`src/rtl/mc_req_fifo_pkg.sv`:
```
// mc_req_fifo_pkg: shared types for the multi-channel request FIFO.
//   req_pkt_type - request packet carried through every channel FIFO
//   ch_idx_t     - channel index wide enough for the largest channel count
//   gnt_state_e  - output grant lock state
package mc_req_fifo_pkg;

  localparam int unsigned MAX_CH   = 8;
  localparam int unsigned CH_IDX_W = $clog2(MAX_CH);

  typedef logic [CH_IDX_W-1:0] ch_idx_t;

  typedef struct packed {
    logic [7:0]  req_id;
    logic [23:0] addr;
    logic        is_wr;
  } req_pkt_type;

  typedef enum logic {
    GNT_OPEN,
    GNT_LOCKED
  } gnt_state_e;

  // Round-robin successor of channel c among n channels.
  function automatic ch_idx_t next_ch(ch_idx_t c, int unsigned n);
    if (32'(c) + 1 >= n) return '0;
    return c + 1'b1;
  endfunction

endpackage

```
`src/rtl/mc_req_fifo_if.sv`:
```
// mc_req_fifo_if: producer/consumer bus of mc_req_fifo.
//   write_in/input_req      per-channel write strobe and packet
//   fifo_full/fifo_afull    per-channel occupancy flags
//   overflow_err            per-channel sticky write-while-full flag
//   out_valid/out_ready     output handshake
//   output_req/out_ch       granted head packet and its channel
// master: producer/consumer side; slave: the FIFO.
interface mc_req_fifo_if
  import mc_req_fifo_pkg::*;
#(
  parameter int unsigned NUM_CH = 4
);
  localparam int unsigned OCW = $clog2(NUM_CH);

  logic        [NUM_CH-1:0] write_in;
  req_pkt_type [NUM_CH-1:0] input_req;
  logic        [NUM_CH-1:0] fifo_full;
  logic        [NUM_CH-1:0] fifo_afull;
  logic        [NUM_CH-1:0] overflow_err;
  logic                     out_valid;
  logic                     out_ready;
  req_pkt_type              output_req;
  logic        [OCW-1:0]    out_ch;

  modport master (
    output write_in, input_req, out_ready,
    input  fifo_full, fifo_afull, overflow_err, out_valid, output_req, out_ch
  );

  modport slave (
    input  write_in, input_req, out_ready,
    output fifo_full, fifo_afull, overflow_err, out_valid, output_req, out_ch
  );

endinterface

```
`src/rtl/mc_req_fifo_ch.sv`:
```
// mc_req_fifo_ch: single-channel circular request buffer.
//   clk, rst_b      clock, synchronous active-low reset
//   wr, wr_data     write strobe and packet (dropped when full)
//   rd              pop strobe (ignored when empty)
//   rd_data         head packet
//   full, afull     count == DEPTH, count >= AFULL_LVL
//   empty           count == 0
//   ovf             sticky: write attempted while full
module mc_req_fifo_ch
  import mc_req_fifo_pkg::*;
#(
  parameter int unsigned DEPTH     = 4,
  parameter int unsigned AFULL_LVL = DEPTH - 1
) (
  input  logic        clk,
  input  logic        rst_b,
  input  logic        wr,
  input  req_pkt_type wr_data,
  input  logic        rd,
  output req_pkt_type rd_data,
  output logic        full,
  output logic        afull,
  output logic        empty,
  output logic        ovf
);

  localparam int unsigned PW = $clog2(DEPTH);
  localparam int unsigned CW = PW + 1;

  req_pkt_type   mem [DEPTH];
  logic [PW-1:0] rd_ptr;
  logic [PW-1:0] wr_ptr;
  logic [CW-1:0] count;
  logic          wr_acc;
  logic          rd_acc;

  // Acceptance uses the occupancy at the edge; a same-cycle pop does not
  // make room for a write into a full channel.
  assign wr_acc  = wr & ~full;
  assign rd_acc  = rd & ~empty;

  assign full    = (count == CW'(DEPTH));
  assign afull   = (count >= CW'(AFULL_LVL));
  assign empty   = (count == '0);
  assign rd_data = mem[rd_ptr];

  always_ff @(posedge clk) begin
    if (!rst_b) begin
      rd_ptr <= '0;
      wr_ptr <= '0;
      count  <= '0;
      ovf    <= 1'b0;
      for (int unsigned i = 0; i < DEPTH; i++) mem[i] <= '0;
    end else begin
      if (wr_acc) begin
        mem[wr_ptr] <= wr_data;
        wr_ptr      <= wr_ptr + 1'b1;
      end
      if (rd_acc) rd_ptr <= rd_ptr + 1'b1;
      case ({wr_acc, rd_acc})
        2'b10:   count <= count + 1'b1;
        2'b01:   count <= count - 1'b1;
        default: count <= count;
      endcase
      if (wr && full) ovf <= 1'b1;
    end
  end

endmodule

```
`src/rtl/mc_req_fifo.sv`:
```
// mc_req_fifo: NUM_CH independent request FIFOs merged onto one output
// with round-robin arbitration and a grant lock.
//   clk, rst_b  clock, synchronous active-low reset
//   bus         mc_req_fifo_if slave: per-channel writes and flags,
//               out_valid/out_ready/output_req/out_ch output port
module mc_req_fifo
  import mc_req_fifo_pkg::*;
#(
  parameter int unsigned NUM_CH    = 4,
  parameter int unsigned DEPTH     = 4,
  parameter int unsigned AFULL_LVL = DEPTH - 1
) (
  input  logic         clk,
  input  logic         rst_b,
  mc_req_fifo_if.slave bus
);

  localparam int unsigned OCW = $clog2(NUM_CH);

  req_pkt_type       head [NUM_CH];
  logic [NUM_CH-1:0] empty;
  logic [NUM_CH-1:0] pop_vec;

  gnt_state_e state_q, state_d;
  ch_idx_t    lock_ch_q, lock_ch_d;
  ch_idx_t    rr_ptr_q, rr_ptr_d;
  ch_idx_t    grant;
  ch_idx_t    rr_grant;
  logic       found;
  logic       any_valid;
  logic       pop;

  for (genvar g = 0; g < NUM_CH; g++) begin : g_ch
    mc_req_fifo_ch #(
      .DEPTH     (DEPTH),
      .AFULL_LVL (AFULL_LVL)
    ) u_ch (
      .clk     (clk),
      .rst_b   (rst_b),
      .wr      (bus.write_in[g]),
      .wr_data (bus.input_req[g]),
      .rd      (pop_vec[g]),
      .rd_data (head[g]),
      .full    (bus.fifo_full[g]),
      .afull   (bus.fifo_afull[g]),
      .empty   (empty[g]),
      .ovf     (bus.overflow_err[g])
    );
  end

  assign any_valid = ~&empty;
  assign pop       = any_valid & bus.out_ready;

  // First non-empty channel at or after rr_ptr, with wrap.
  always_comb begin
    rr_grant = '0;
    found    = 1'b0;
    for (int unsigned i = 0; i < NUM_CH; i++) begin
      for (int unsigned c = 0; c < NUM_CH; c++) begin
        if (!found && !empty[c] && (c == (32'(rr_ptr_q) + i) % NUM_CH)) begin
          found    = 1'b1;
          rr_grant = ch_idx_t'(c);
        end
      end
    end
  end

  // A locked channel cannot drain without a pop, so it is always valid.
  assign grant = (state_q == GNT_LOCKED) ? lock_ch_q : rr_grant;

  always_comb begin
    pop_vec        = '0;
    bus.output_req = '0;
    for (int unsigned c = 0; c < NUM_CH; c++) begin
      if (grant == ch_idx_t'(c)) begin
        pop_vec[c] = pop;
        if (any_valid) bus.output_req = head[c];
      end
    end
  end

  assign bus.out_valid = any_valid;
  assign bus.out_ch    = any_valid ? OCW'(grant) : '0;

  always_comb begin
    state_d   = state_q;
    lock_ch_d = lock_ch_q;
    rr_ptr_d  = rr_ptr_q;
    if (pop) begin
      state_d  = GNT_OPEN;
      rr_ptr_d = next_ch(grant, NUM_CH);
    end else if (any_valid && state_q == GNT_OPEN) begin
      state_d   = GNT_LOCKED;
      lock_ch_d = grant;
    end
  end

  always_ff @(posedge clk) begin
    if (!rst_b) begin
      state_q   <= GNT_OPEN;
      lock_ch_q <= '0;
      rr_ptr_q  <= '0;
    end else begin
      state_q   <= state_d;
      lock_ch_q <= lock_ch_d;
      rr_ptr_q  <= rr_ptr_d;
    end
  end

endmodule

```
`src/flat_wrapper.sv`:
```
// flat-port wrapper written by rule: the top's interface ports become plain ports
module mc_req_fifo_flat import mc_req_fifo_pkg::*;
#(
  parameter int unsigned NUM_CH    = 4,
  parameter int unsigned DEPTH     = 4,
  parameter int unsigned AFULL_LVL = DEPTH - 1
)
  (clk, rst_b, bus_write_in, bus_input_req, bus_out_ready, bus_fifo_full, bus_fifo_afull, bus_overflow_err, bus_out_valid, bus_output_req, bus_out_ch);
  mc_req_fifo_if #(.NUM_CH(NUM_CH)) bus_i ();
  input  logic clk;
  input  logic rst_b;
  input wire logic [$bits(bus_i.write_in)-1:0] bus_write_in;
  input wire logic [$bits(bus_i.input_req)-1:0] bus_input_req;
  input wire logic [$bits(bus_i.out_ready)-1:0] bus_out_ready;
  output wire logic [$bits(bus_i.fifo_full)-1:0] bus_fifo_full;
  output wire logic [$bits(bus_i.fifo_afull)-1:0] bus_fifo_afull;
  output wire logic [$bits(bus_i.overflow_err)-1:0] bus_overflow_err;
  output wire logic [$bits(bus_i.out_valid)-1:0] bus_out_valid;
  output wire logic [$bits(bus_i.output_req)-1:0] bus_output_req;
  output wire logic [$bits(bus_i.out_ch)-1:0] bus_out_ch;
  assign bus_i.write_in = bus_write_in;
  assign bus_i.input_req = bus_input_req;
  assign bus_i.out_ready = bus_out_ready;
  assign bus_fifo_full = bus_i.fifo_full;
  assign bus_fifo_afull = bus_i.fifo_afull;
  assign bus_overflow_err = bus_i.overflow_err;
  assign bus_out_valid = bus_i.out_valid;
  assign bus_output_req = bus_i.output_req;
  assign bus_out_ch = bus_i.out_ch;
  mc_req_fifo #(.NUM_CH(NUM_CH), .DEPTH(DEPTH), .AFULL_LVL(AFULL_LVL)) u_core (.clk(clk), .rst_b(rst_b), .bus(bus_i));
endmodule
```
`config.mk`:
```
export PLATFORM = sky130hd
export DESIGN_NAME = mc_req_fifo_flat
export DESIGN_NICKNAME = d
export VERILOG_FILES = /design/src/rtl/mc_req_fifo_pkg.sv /design/src/rtl/mc_req_fifo_if.sv /design/src/rtl/mc_req_fifo_ch.sv /design/src/rtl/mc_req_fifo.sv /design/src/flat_wrapper.sv
export SDC_FILE = /design/constraint.sdc
export NUM_CORES = 1
export LEC_CHECK = 0
export CAP_MARGIN = 25
export CORE_ASPECT_RATIO = 1.75
export CORE_MARGIN = 5
export CORE_UTILIZATION = 57
export CTS_BUF_LIST = sky130_fd_sc_hd__clkbuf_4
export CTS_CLUSTER_SIZE = 20
export DETAILED_ROUTE_END_ITERATION = 7
export DONT_BUFFER_PORTS = 1
export PLACE_DENSITY_LB_ADDON = 0.2
export SYNTH_ARGS = -nofsm -noshare
export SYNTH_HDL_FRONTEND = slang
export SYNTH_SLANG_ARGS = --single-unit
```
`constraint.sdc`:
```
create_clock -name clk -period 10.63 [get_ports clk]
set_input_delay 2.126 -clock clk [delete_from_list [all_inputs] [get_ports clk]]
set_output_delay 2.126 -clock clk [all_outputs]
set_load 0.005 [all_outputs]
```
Yosys cells after proc, flatten, opt, wreduce, memory -nomap -nowiden --
Memory sizes are Yosys's and may differ from the RTL's. A register that Yosys moved wholly into a read port is not among the register bits. Index checks and enable logic that the tools add are counted.
Cells by class: bitwise logic cells 20, equal/unequal tests 27, $add $sub $neg 21, reductions and logical operators 76, order comparisons 5, muxes and demuxes 85
Operators by type and width (number):
- $mux 33 | 12
- $reduce_or 33->1 | 4
- $logic_not 32->1 | 4
- $mux 3 | 15
- $mux 1 | 39
- $logic_and 1x1->1 | 36
- $ge 32x3->1 const B | 1
- $mux 2 | 15
- $pmux 3 s2 | 4
- $add 2x1->2 const B | 10
- $logic_not 1->1 | 20
- $eq 2x2->1 const A | 8
- $logic_not 3->1 | 5
- $add 3x1->3 const B | 4
- $eq 3x3->1 const B | 4
- $ge 3x2->1 const B | 4
- $sub 3x1->3 const B | 4
- $not 1->1 | 11
- $and 1x1->1 | 9
- $eq 1x2->1 const A | 4
- $eq 2x1->1 const B | 4
- $eq 2x2->1 const B | 4
- $reduce_bool 2->1 | 4
- $eq 3x2->1 const B | 2
- other kinds (6) | 7
Word-level totals: memory bits (writable) 528, logic and storage cells 257, memories 4, bits in registers 38, input port bits 139, output and inout port bits 48
Memory list:
- u_core.g_ch[0].u_ch.mem | depth 4, bits a word 33, rd ports 1, clocked after memory_dff 1, write ports 4, line mc_req_fifo_ch.sv:30 | req_pkt_type mem [DEPTH];
- u_core.g_ch[1].u_ch.mem | depth 4, bits a word 33, rd ports 1, clocked after memory_dff 1, write ports 4, line mc_req_fifo_ch.sv:30
- u_core.g_ch[2].u_ch.mem | depth 4, bits a word 33, rd ports 1, clocked after memory_dff 1, write ports 4, line mc_req_fifo_ch.sv:30
- u_core.g_ch[3].u_ch.mem | depth 4, bits a word 33, rd ports 1, clocked after memory_dff 1, write ports 4, line mc_req_fifo_ch.sv:30

Longest topological paths before layout --
word-level depth 73, mapped depth 15, mapped depth without buffers 13

Hierarchy --
Synthesis repeated with hierarchy kept, for this count alone.
Second synthesis, totals: cell total of the unflattened synthesis 1719, area total of the unflattened synthesis 26555.5 um^2
By module, submodules not included:
- mc_req_fifo_ch | cells an instance 375, area each 6242.2 um^2, seq. area each 4164.0 um^2, instances 4
- mc_req_fifo | cells an instance 219, area each 1586.5 um^2, seq. area each 120.1 um^2, instances 1

Worst setup path after synthesis --
No wires, ideal clock.
path type input port to flip-flop, start point input port bus_write_in[1], end point memory u_core.g_ch[1].u_ch.mem[2][0] (netlist bit), enable pin, path slack 5438 ps, path buffers 0, arrival 4719 ps, cell stages on the path 2, setup time 473 ps, cell sequence nand2_2 o31ai_1
RTL lines:
- from (decl) | line flat_wrapper.sv:12 | input wire logic [$bits(bus_i.write_in)-1:0] bus_write_in;
- to (decl) | line mc_req_fifo_ch.sv:30

Worst setup path after layout --
start point register u_core.g_ch[0].u_ch.count[0], end point output port bus_output_req[9]
Between the ends: longest elaborated chain between the ends 73, elaborated cells between the ends (all ways) 92
Ends and longest elaborated chain:
- from (decl) | line mc_req_fifo_ch.sv:33 | logic [CW-1:0] count;
- from (signal assigned) | line mc_req_fifo_ch.sv:61 | 2'b10: count <= count + 1'b1;
- from (signal assigned) | line mc_req_fifo_ch.sv:62 | 2'b01: count <= count - 1'b1;
- from (signal assigned) | line mc_req_fifo_ch.sv:63 | default: count <= count;
- $logic_not 3->1 (*) | line mc_req_fifo_ch.sv:44 | assign empty = (count == '0);
- $logic_not 1->1 (*) | line mc_req_fifo.sv:60 | if (!found && !empty[c] && (c == (32'(rr_ptr_q) + i) % NUM_CH)) begin
- $logic_and 1x1->1 | line mc_req_fifo.sv:60
- $mux 1 | line mc_req_fifo.sv:60
- $logic_not 1->1 | line mc_req_fifo.sv:60
- $logic_and 1x1->1 (2 in a row) | line mc_req_fifo.sv:60
- $mux 1 | line mc_req_fifo.sv:60
- $logic_not 1->1 | line mc_req_fifo.sv:60
- (+56 left out)
- via u_core.grant[1] | line mc_req_fifo.sv:27 | ch_idx_t grant;
- $logic_not 3->1 | line mc_req_fifo.sv:75 | if (grant == ch_idx_t'(c)) begin
- $mux 33 | line mc_req_fifo.sv:75
- $mux 33 | line mc_req_fifo.sv:77 | if (any_valid) bus.output_req = head[c];
- $mux 33 | line mc_req_fifo.sv:75
- $mux 33 | line mc_req_fifo.sv:77
- $mux 33 | line mc_req_fifo.sv:75
- $mux 33 | line mc_req_fifo.sv:77
- $mux 33 (*) | line mc_req_fifo.sv:75
- to (decl) | line flat_wrapper.sv:19 | output wire logic [$bits(bus_i.output_req)-1:0] bus_output_req;
Mark *: on every way through the listed nets, which the timed path passes. The rest lies on a longest branch.

==> impl_metrics.toml <==
[outcome]
outcome = "finished with violations"
violations = "design-rule violations"

[timing]
rsz0062_at_grt = "false"
worst_slack_ns = 4.25
setup-tns-final_ns = 0
fin_skew_ns = 0.0532
setup_viol = 0
finalCritPeriodShare = 0.600
fmax_mhz = 157
drv_slew = 0
worst_slew_pin_slew_ns = 0.975
slew_headroom = 0.350
min_period_ns = 6.38
finalHoldViolCount = 0

[routing]
drt_iter0_markers = 1616
dr_total_vias = 15687
routed_wl_um = 70900
ant_nets = 0
drc = 1
vias_per_cell = 6.16
drt_pre_antenna_iters = 8
wl_per_cell_um = 27.9

[place]
port_buffers = 0
gp_congestion = 0.970
dpl.hpwl_um = 46200
dpl.cell_count = 2300
dp_slack_ns = 4.99

[worst_setup_path]
crit_path_end_kind = "primary output"
reg2reg_depth = 14
cp_data_required_time_ns = 8.50
start_kind = "flip-flop"
critPathKind = "reg -> out"
arrival_ns = 4.25
cp_max_fo = 65

[cts]
htreeDepth = 4
cts_tree = "yes"
path_clk_slew_ns = 0.07
cts.sinks = 574
holdBufCountCts = 0
clk_latency_ns = 0.85
clockBufferDepth = 3
cts_resized = 0
cts_buffers = 132
post_cts_buffers = 0
clockRootBuffer = "clkbuf_4"

[global_routing]
grt.total_usage = 0.275
grt_pass1_vias = 16246
grt_max_degree = 100
grt-ovfl-total = 0
grt_antenna_before_repair = 2
grt_pass1_wl_um = 104000

[synth]
yosys.area_share.simple = 0.176
yosys.area.top_type = "edfxtp_1"
ys_async_sr_fraction = 0
synth_cells = 1832
synth_top_area_frac = 0.600
syn_area_um2 = 26400
synth_compound_area_frac = 0.0332
yosys_warnings = 0
synth_most_common_cell = "edfxtp_1"
synthMuxAreaShare = 0.112
ys.flop_type = "edfxtp_1"
ys_ff_latch = 574
synth_adder_area_share = 0.00729
ys_seq_area_frac = 0.634
syn-mean-instance-area_um2 = 14.4
ys_top_cells_by_count = "528 x edfxtp_1, 269 x and3_1, 265 x and2_1"
synth_top_family_by_area = "simple AND/OR/NAND/NOR gates"
yosysUniqueCellTypes = 57
synth_xor_area_frac = 0.00762
synth_fp_nets = 1984
synth_edf_count = 528
synth_area_leaders = "edfxtp_1 60%, mux4_2 8.8%, and3_1 6.4%"

[min_path]
hold_class = "reg -> reg"
whs_path_depth = 2

[layout]
regArea_um2 = 16800
nets = 2005
area_growth_pct = 9.02
fillerInstances = 3450
finalNonFillerCells = 2545
drive_above_1_share = 0.255
multiInputGateArea_um2 = 9050

[floorplan]
start_util = 0.576
die_h_um = 295
die_w_um = 173
coreArea_um2 = 45900
io_pins = 187
num_rows = 104
die-area_um2 = 51000

[power]
powerDensity_nw_per_um2 = 233
power_mw = 6.73
peakVddDrop_mv = 0.247
leakage_nw = 11.4

[flow_run]
cap_violations = 0
-- stage by stage --
| step | hold slack [ns] | utilization | cell area, µm² |
|---|---|---|---|
| 2_1_floorplan | 0.438 | - | 26400 |
| 3_3_place_gp | 0.478 | 0.587 | 26900 |
| 3_5_place_dp | 0.480 | 0.587 | 27000 |
| 4_1_cts | 0.490 | 0.627 | 28800 |
| 5_1_grt | 0.531 | 0.628 | 28800 |
| 6_report | 0.489 | 0.628 | 28800 |
-- cell type report --
type / instances / area share
Sequential cell: 574 / 0.582
Multi-Input combinational cell: 1080 / 0.314
Clock buffer: 204 / 0.0531
Tap cell: 583 / 0.0253
Timing Repair Buffer: 43 / 0.0123
Clock inverter: 33 / 0.00989
Inverter: 22 / 0.00286
Antenna cell: 6 / 0.000521
-- per-layer routing --
layer,part of all wire,up-vias,wire (µm),global-route usage
met2,0.52,653,37100,0.480
li1,-,7042,-,-
met5,0,-,0,0
met3,0.084,184,5970,0.0895
met1,0.33,7808,23300,0.294
met4,0.064,0,4530,0.157
-- path summary, 6_finish.rpt --
| path | endpoint | slack, ns | from |
|---|---|---|---|
| worst min-delay path | u_core.lock_ch_q[1] | 0.49 | u_core.lock_ch_q[1] |
| worst min register to register | u_core.lock_ch_q[1] | 0.49 | u_core.lock_ch_q[1] |
| worst max register to register | u_core.g_ch[3].u_ch.count[2] | 6.32 | u_core.g_ch[0].u_ch.count[0] |
| worst max-delay path | bus_output_req[9] | 4.25 | u_core.g_ch[0].u_ch.count[0] |
-- critical path, cell delays in order, from the launching register on --
cell      delay, ns
dfxtp_1        0.36
or3_1          0.53
a211oi_1       0.33
o22ai_1        0.20
o21ai_0        0.30
ha_1           0.21
ha_2           0.19
buf_4          0.49
or3_1          0.22
nand3_2        0.16
a31oi_1        0.38
-- registers in the layout, summed over array words and instances (netlist names), named ones only --
name                     count
u_core.rr_ptr_q              2
u_core.state_q               1
u_core.g_ch.u_ch.wr_ptr      8
u_core.g_ch.u_ch.mem       528
u_core.lock_ch_q             3
u_core.g_ch.u_ch.rd_ptr      8
u_core.g_ch.u_ch.count      12
u_core.g_ch.u_ch.ovf         4
-- cell usage in the layout, fill, tap and decap left out, drive strengths merged, types with 33 or more instances in the layout --
cell type and count:
mux2 58, nand3 36, edfxtp 528, and2 265
nand2b 33, mux4 103, and3 269, nand2 39
dfxtp 46, nor2 49, or3 37, buf 43
clkbuf 204, a22oi 33
-- report_power, final --
part           internal, mW  switching [mW]
Combinational         0.671            1.41
Sequential             2.70          0.0878
Clock                 0.999           0.860
-- cell families (layout without fill, tap and decap cells) --
kind of cell,after synthesis,count (layout)
DFF,574,574
AOI/OAI and AO/OA,127,127
xor gates and xnor gates,23,23
adders and majority gates,13,13
buffers and inverters,178,302
and+or+nand+nor,756,756
muxes,161,161
other,0,6
No activity file was read; power rests on OpenSTA's default activity.
